<file path="src/rtl/pc_seq_pkg.sv">
// pc_seq_pkg: shared PC-mux select codes, sequencer state enum and default vector addresses.
package pc_seq_pkg;
  localparam logic [2:0] MPC_HOLD   = 3'd0;
  localparam logic [2:0] MPC_INC    = 3'd1;
  localparam logic [2:0] MPC_CALC   = 3'd2;
  localparam logic [2:0] MPC_MDB_X2 = 3'd3;
  localparam logic [2:0] MPC_MDB    = 3'd4;
  localparam logic [15:0] RESET_VEC_DEF = 16'hFFFE;
  localparam logic [15:0] IRQ_BASE_DEF  = 16'hFFE0;
  typedef enum logic [2:0] {RST_VEC, FETCH, DECODE, EXT, EXEC, IRQ_VEC} state_t;
  function automatic logic [1:0] ext_clamp(input logic [1:0] n);
    return n[1] ? 2'd2 : n;
  endfunction
  function automatic logic [15:0] vec_of(input logic [15:0] base, input logic [3:0] idx);
    return base + {11'd0, idx, 1'b0};
  endfunction
endpackage

</file>
<file path="src/rtl/pc_seq_if.sv">
// pc_seq_if: control bundle between the PC sequencer and decoder/execute/PC/memory logic.
// master = sequencer side (consumes mem_rdy/dec_*/exec_*/irq_*, drives MPC and strobes);
// slave = surrounding core side.
interface pc_seq_if;
  logic        mem_rdy;
  logic        dec_valid;
  logic [1:0]  dec_ext;
  logic        exec_done;
  logic        pc_wr;
  logic        irq_pend;
  logic [3:0]  irq_idx;
  logic [2:0]  MPC;
  logic        mem_rd;
  logic        mab_vec;
  logic [15:0] vec_addr;
  logic        ir_load;
  logic        ext_load;
  logic        ext_idx;
  logic        busy;
  modport master(
    input  mem_rdy, dec_valid, dec_ext, exec_done, pc_wr, irq_pend, irq_idx,
    output MPC, mem_rd, mab_vec, vec_addr, ir_load, ext_load, ext_idx, busy
  );
  modport slave(
    output mem_rdy, dec_valid, dec_ext, exec_done, pc_wr, irq_pend, irq_idx,
    input  MPC, mem_rd, mab_vec, vec_addr, ir_load, ext_load, ext_idx, busy
  );
endinterface

</file>
<file path="src/rtl/pc_seq.sv">
// pc_seq: MSP430 program-counter sequencer (reset vector, fetch, ext words, exec PC write, irq vector).
// Ports: clk, rst (async, active high), bus (pc_seq_if.master).
// MPC and strobes are combinational so the PC updates on the edge that consumes MDB/CALC.
module pc_seq
  import pc_seq_pkg::*;
#(
  parameter logic [15:0] RESET_VEC = RESET_VEC_DEF,
  parameter logic [15:0] IRQ_BASE  = IRQ_BASE_DEF
) (
  input logic       clk,
  input logic       rst,
  pc_seq_if.master  bus
);
  state_t     state, state_n;
  logic [1:0] ext_cnt;
  logic       ext_idx_r;
  logic [3:0] irq_idx_r;
  always_ff @(posedge clk or posedge rst) begin
    if (rst) state <= RST_VEC;
    else state <= state_n;
  end
  always_comb begin
    state_n = state;
    case (state)
      RST_VEC: state_n = bus.mem_rdy ? FETCH : RST_VEC;
      FETCH:   state_n = bus.mem_rdy ? DECODE : FETCH;
      DECODE:  state_n = !bus.dec_valid ? DECODE : (ext_clamp(bus.dec_ext) != 2'd0 ? EXT : EXEC);
      EXT:     state_n = (bus.mem_rdy && ext_cnt < 2'd2) ? EXEC : EXT;
      EXEC:    state_n = !bus.exec_done ? EXEC : (bus.irq_pend ? IRQ_VEC : FETCH);
      IRQ_VEC: state_n = bus.mem_rdy ? FETCH : IRQ_VEC;
      default: state_n = RST_VEC;
    endcase
  end
  // Ext counter and irq index latch; both discarded by reset.
  always_ff @(posedge clk or posedge rst) begin
    if (rst) begin
      ext_cnt   <= 2'd0;
      ext_idx_r <= 1'b0;
      irq_idx_r <= 4'd0;
    end else begin
      if (state == DECODE && bus.dec_valid) begin
        ext_cnt   <= ext_clamp(bus.dec_ext);
        ext_idx_r <= 1'b0;
      end else if (state == EXT && bus.mem_rdy && ext_cnt != 2'd0) begin
        ext_cnt   <= ext_cnt - 2'd1;
        ext_idx_r <= 1'b1;
      end
      if (state == EXEC && bus.exec_done && bus.irq_pend) irq_idx_r <= bus.irq_idx;
    end
  end
  // rst gates the RST_VEC read strobe and MPC so reset shows mem_rd=0 / HOLD.
  always_comb begin
    bus.mem_rd   = !rst && (state inside {RST_VEC, FETCH, EXT, IRQ_VEC});
    bus.mab_vec  = state inside {RST_VEC, IRQ_VEC};
    bus.vec_addr = (state == IRQ_VEC) ? vec_of(IRQ_BASE, irq_idx_r) : RESET_VEC;
    bus.ir_load  = state == FETCH && bus.mem_rdy;
    bus.ext_load = state == EXT && bus.mem_rdy;
    bus.ext_idx  = ext_idx_r;
    bus.busy     = state != EXEC;
    bus.MPC      = rst ? MPC_HOLD :
                   ((state inside {RST_VEC, IRQ_VEC}) && bus.mem_rdy) ? MPC_MDB :
                   ((state inside {FETCH, EXT}) && bus.mem_rdy) ? MPC_INC :
                   (state == EXEC && bus.exec_done && bus.pc_wr) ? MPC_CALC : MPC_HOLD;
  end
endmodule
</file>
<file path="src/flat_wrapper.sv">
// flat-port wrapper written by rule: the top's interface ports become plain ports
module pc_seq_flat import pc_seq_pkg::*;
#(
  parameter logic [15:0] RESET_VEC = RESET_VEC_DEF,
  parameter logic [15:0] IRQ_BASE  = IRQ_BASE_DEF
)
  (clk, rst, bus_mem_rdy, bus_dec_valid, bus_dec_ext, bus_exec_done, bus_pc_wr, bus_irq_pend, bus_irq_idx, bus_MPC, bus_mem_rd, bus_mab_vec, bus_vec_addr, bus_ir_load, bus_ext_load, bus_ext_idx, bus_busy);
  pc_seq_if bus_i ();
  input logic clk;
  input logic rst;
  input wire logic [$bits(bus_i.mem_rdy)-1:0] bus_mem_rdy;
  input wire logic [$bits(bus_i.dec_valid)-1:0] bus_dec_valid;
  input wire logic [$bits(bus_i.dec_ext)-1:0] bus_dec_ext;
  input wire logic [$bits(bus_i.exec_done)-1:0] bus_exec_done;
  input wire logic [$bits(bus_i.pc_wr)-1:0] bus_pc_wr;
  input wire logic [$bits(bus_i.irq_pend)-1:0] bus_irq_pend;
  input wire logic [$bits(bus_i.irq_idx)-1:0] bus_irq_idx;
  output wire logic [$bits(bus_i.MPC)-1:0] bus_MPC;
  output wire logic [$bits(bus_i.mem_rd)-1:0] bus_mem_rd;
  output wire logic [$bits(bus_i.mab_vec)-1:0] bus_mab_vec;
  output wire logic [$bits(bus_i.vec_addr)-1:0] bus_vec_addr;
  output wire logic [$bits(bus_i.ir_load)-1:0] bus_ir_load;
  output wire logic [$bits(bus_i.ext_load)-1:0] bus_ext_load;
  output wire logic [$bits(bus_i.ext_idx)-1:0] bus_ext_idx;
  output wire logic [$bits(bus_i.busy)-1:0] bus_busy;
  assign bus_i.mem_rdy = bus_mem_rdy;
  assign bus_i.dec_valid = bus_dec_valid;
  assign bus_i.dec_ext = bus_dec_ext;
  assign bus_i.exec_done = bus_exec_done;
  assign bus_i.pc_wr = bus_pc_wr;
  assign bus_i.irq_pend = bus_irq_pend;
  assign bus_i.irq_idx = bus_irq_idx;
  assign bus_MPC = bus_i.MPC;
  assign bus_mem_rd = bus_i.mem_rd;
  assign bus_mab_vec = bus_i.mab_vec;
  assign bus_vec_addr = bus_i.vec_addr;
  assign bus_ir_load = bus_i.ir_load;
  assign bus_ext_load = bus_i.ext_load;
  assign bus_ext_idx = bus_i.ext_idx;
  assign bus_busy = bus_i.busy;
  pc_seq #(.RESET_VEC(RESET_VEC), .IRQ_BASE(IRQ_BASE)) u_core (.clk(clk), .rst(rst), .bus(bus_i));
endmodule
</file>
<file path="config.mk">
export PLATFORM = sky130hd
export DESIGN_NAME = pc_seq_flat
export DESIGN_NICKNAME = d
export VERILOG_FILES = /design/src/rtl/pc_seq_pkg.sv /design/src/rtl/pc_seq_if.sv /design/src/rtl/pc_seq.sv /design/src/flat_wrapper.sv
export SDC_FILE = /design/constraint.sdc
export NUM_CORES = 1
export LEC_CHECK = 0
export CORE_MARGIN = 2
export CORE_UTILIZATION = 38
export CTS_CLUSTER_SIZE = 20
export DETAILED_ROUTE_END_ITERATION = 8
export PLACE_DENSITY = 0.84
export SLEW_MARGIN = 10
export SYNTH_ARGS = -nofsm -noshare
export SYNTH_HDL_FRONTEND = slang
export SYNTH_SLANG_ARGS = --single-unit
</file>
<file path="constraint.sdc">
create_clock -name clk -period 2.3 [get_ports clk]
set_clock_uncertainty 0.15 [all_clocks]
set_input_delay 0.23 -clock clk [delete_from_list [all_inputs] [get_ports clk]]
set_output_delay 0.23 -clock clk [all_outputs]
set_load 0.1 [all_outputs]
</file>
==> qor.yml <==
timing:
  fin_crit_sh: 0.925
  rsz0062_at_grt: "false"
  postLayoutSetupSlackWorst_ps: 172
  timing.final.crit_period_ps: 2130
  max_freq_mhz: 470
  setup_viol_count_final: 0
  number_of_pins_exceeding_their_max_slew_limit_in_the_final_report: 0
  timing.final.hold_violations: 0
  fin_setup_tns_ps: 0
  hold-worst-slack_ps: 288
setup_path:
  cp_cell_sequence: "nor2b_1, nand2_1, or2_2, buf_12"
  cp_slowest_stage_delay_ps: 560
  worst_setup_path_start_kind: "flop"
  critPathTopFamily: "simple AND/OR/NAND/NOR gates"
  critical-path-slowest-cell: "sky130_fd_sc_hd__dfrtp_1"
  reg2reg_setup_slack_ps: 500
  critical_path.n_buffers_inverters: 1
  crit_path_from: "u_core.state[1]"
  cp_data_arrival_time_ps: 1750
  reg2reg_from: "u_core.state[1]"
  worst-setup-path-type: "reg2out"
  worst_setup_path_end_kind: "primary output"
  worst-endpoint-required_ps: 1920
  cp_max_fo: 15
route:
  drtAntennaViolNets: 0
  wirelength_um: 1740
  drc: 0
  wl_per_cell_um: 12.9
  via_count: 678
  first_pass_detailed_route_iteration_total: 4
  dr.first_iter.drc_count: 8
  route.detailed.vias_per_inst: 5.02
clock_tree:
  cts.repair_timing.setup_buffer_count: 0
  cts_hold_buffers: 0
  clock-sinks: 10
  postCtsResizedCells: 0
  clock_tree_from_tritoncts: "yes"
  htree_levels: 1
  cts_root_buffer_type: "sky130_fd_sc_hd__clkbuf_4"
  cts_buffer_depth: 2
  worst_skew_pair_latency_ps: 270
  clk_transition_reported_paths_ps: 70
  tritoncts.num_buffers: 3
global_routing:
  grt_start_max_net_pins: 16
  grt_pass1_wl_um: 2690
  grt_use_total: 0.174
  grt.overflow.total: 0
  antenna_found_initial: 0
  grt_pass1_vias: 580
yosys:
  yosys.area.top_type: "sky130_fd_sc_hd__dfrtp_1"
  synth_compound_area_frac: 0.118
  ys_seq_area_frac: 0.337
  synthArstFlopShare: 1.00
  synth_commonest_cells: "12 x sky130_fd_sc_hd__buf_4, 10 x sky130_fd_sc_hd__dfrtp_1, 8 x sky130_fd_sc_hd__nor2_1, 6 x sky130_fd_sc_hd__nand2_1, 5 x sky130_fd_sc_hd__inv_1"
  netlist_area_um2: 742
  area_fraction_in_and_or_nand_and_nor_cells_after_synthesis: 0.280
  synth_top_area_frac: 0.337
  synth_xor_xnor_area_share: 0.0118
  synthesized_area_fraction_occupied_by_adder_cells: 0.0169
  yosysMostFrequentCell: "sky130_fd_sc_hd__buf_4"
  main_combinational_cell_family_by_area_after_synthesis: "simple AND/OR/NAND/NOR gates"
  synth_mux_area_frac: 0.0607
  synth.yosys.warnings: 0
  synth-main-ff-cell: "sky130_fd_sc_hd__dfrtp_1"
  netlist_top_cells_area: "sky130_fd_sc_hd__dfrtp_1 34%, sky130_fd_sc_hd__buf_4 12%, sky130_fd_sc_hd__mux2_2 6.1%, sky130_fd_sc_hd__nor2_1 4.0%, sky130_fd_sc_hd__nand2_1 3.0%"
  synthCells: 86
  synth_enable_flop_cells: 0
  synthDistinctLibCells: 36
  syn_area_per_cell_um2: 8.63
  ys_ff_latch: 10
layout:
  seqCellArea_um2: 251
  layout_overhead_on_the_synthesized_area_pct: 52.4
  final_area_um2: 1130
  design.final.nets: 125
  layout.filler_cells: 147
  post-route-util: 0.634
  multi_input_area_um2: 425
  insertedDiodeCount: 0
  final_layout_size_suffix_gt1_frac: 0.264
floorplanning:
  rows: 15
  num_io_pins: 38
  floorplan.die.width_um: 48.2
  core_region_area_um2: 1780
  die_h_um: 48.2
  initial_utilization: 0.416
  die-area_um2: 2320
place:
  gp_routability_congestion: 0.727
  post_dp_cell_area_um2: 1090
  port_buffers: 25
  detailedPlace.worstSlack_ps: 413
  hpwlAfterDp_um: 1360
power:
  vdd_drop_max_v: 0.00104
  power.leakage_nw: 0.496
  power.density_nw_per_um2: 1470
run:
  maxCapViolCount: 0
min_path:
  min_path_type: "in2async"
outcome:
  status: "finished clean"
logic make-up (layout without fill, tap and decap cells):
logic type,Yosys count,after routing
AND/OR/NAND/NOR,35,35
buffers and inverters,20,34
AO/OA/AOI/OAI,13,13
flip-flops,10,10
multiplexers,4,4
other,2,12
adder cells (fa/ha/maj),1,1
XOR/XNOR,1,1
power breakdown:
part	internal [mW]	switching, mW
clock network	0.0964	0.0653
registers	0.247	0.131
logic	0.382	0.737
final cells by class:
class,instances,area share
multi-input cells,66,0.376
well taps,25,0.0277
inverters,5,0.0166
flip-flops and latches,10,0.222
repair buffers,25,0.325
clock buffers,4,0.0321
layout by cell type, fill, tap and decap left out, drive strengths merged, types with 2 or more instances in the layout:
cell type and instances:
clkdlybuf4s50 12, conb 12, nand2 6, clkbuf 4, buf 13, nor3b 2, mux2 4, dfrtp 10
o21ai 2, or2 4, nor2 8, nand3b 2, nor4 2, a21oi 4, inv 5
flip-flops by register name, indices dropped and copies added, names as in the netlist:
name,count
u_core.bus.ext_idx,1
u_core.ext_cnt,2
u_core.irq_idx_r,4
u_core.state,3
through the flow:
stage,total power [mW],instances
floorplan,1.17,96
global placement,1.47,131
detailed placement,1.50,131
CTS,1.66,135
global route,1.73,135
finish,1.66,135
layer usage:
layer	vias up	track usage	share of wire
li1	327	-	-
met1	312	0.215	0.41
met2	34	0.276	0.49
met3	5	0.0407	0.083
met4	0	0.0973	0.020
met5	-	0	0
worst paths after layout:
check | end | depth (start not counted)
min in group clk | u_core.irq_idx_r[2] | 1
worst max-delay path | bus_vec_addr[2] | 4
worst min register to register | u_core.irq_idx_r[2] | 1
max in group asynchronous | u_core.state[2] | 2
worst max register to register | u_core.ext_cnt[1] | 3
worst min-delay path | u_core.irq_idx_r[0] | 2
worst register-to-register path, stage by stage (launching register included):
cell and delay, ps:
sky130_fd_sc_hd__dfrtp_1 650, sky130_fd_sc_hd__nand4b_1 300, sky130_fd_sc_hd__or4_1 470, sky130_fd_sc_hd__o311ai_1 120
No activity file was read; power rests on OpenSTA's default activity.
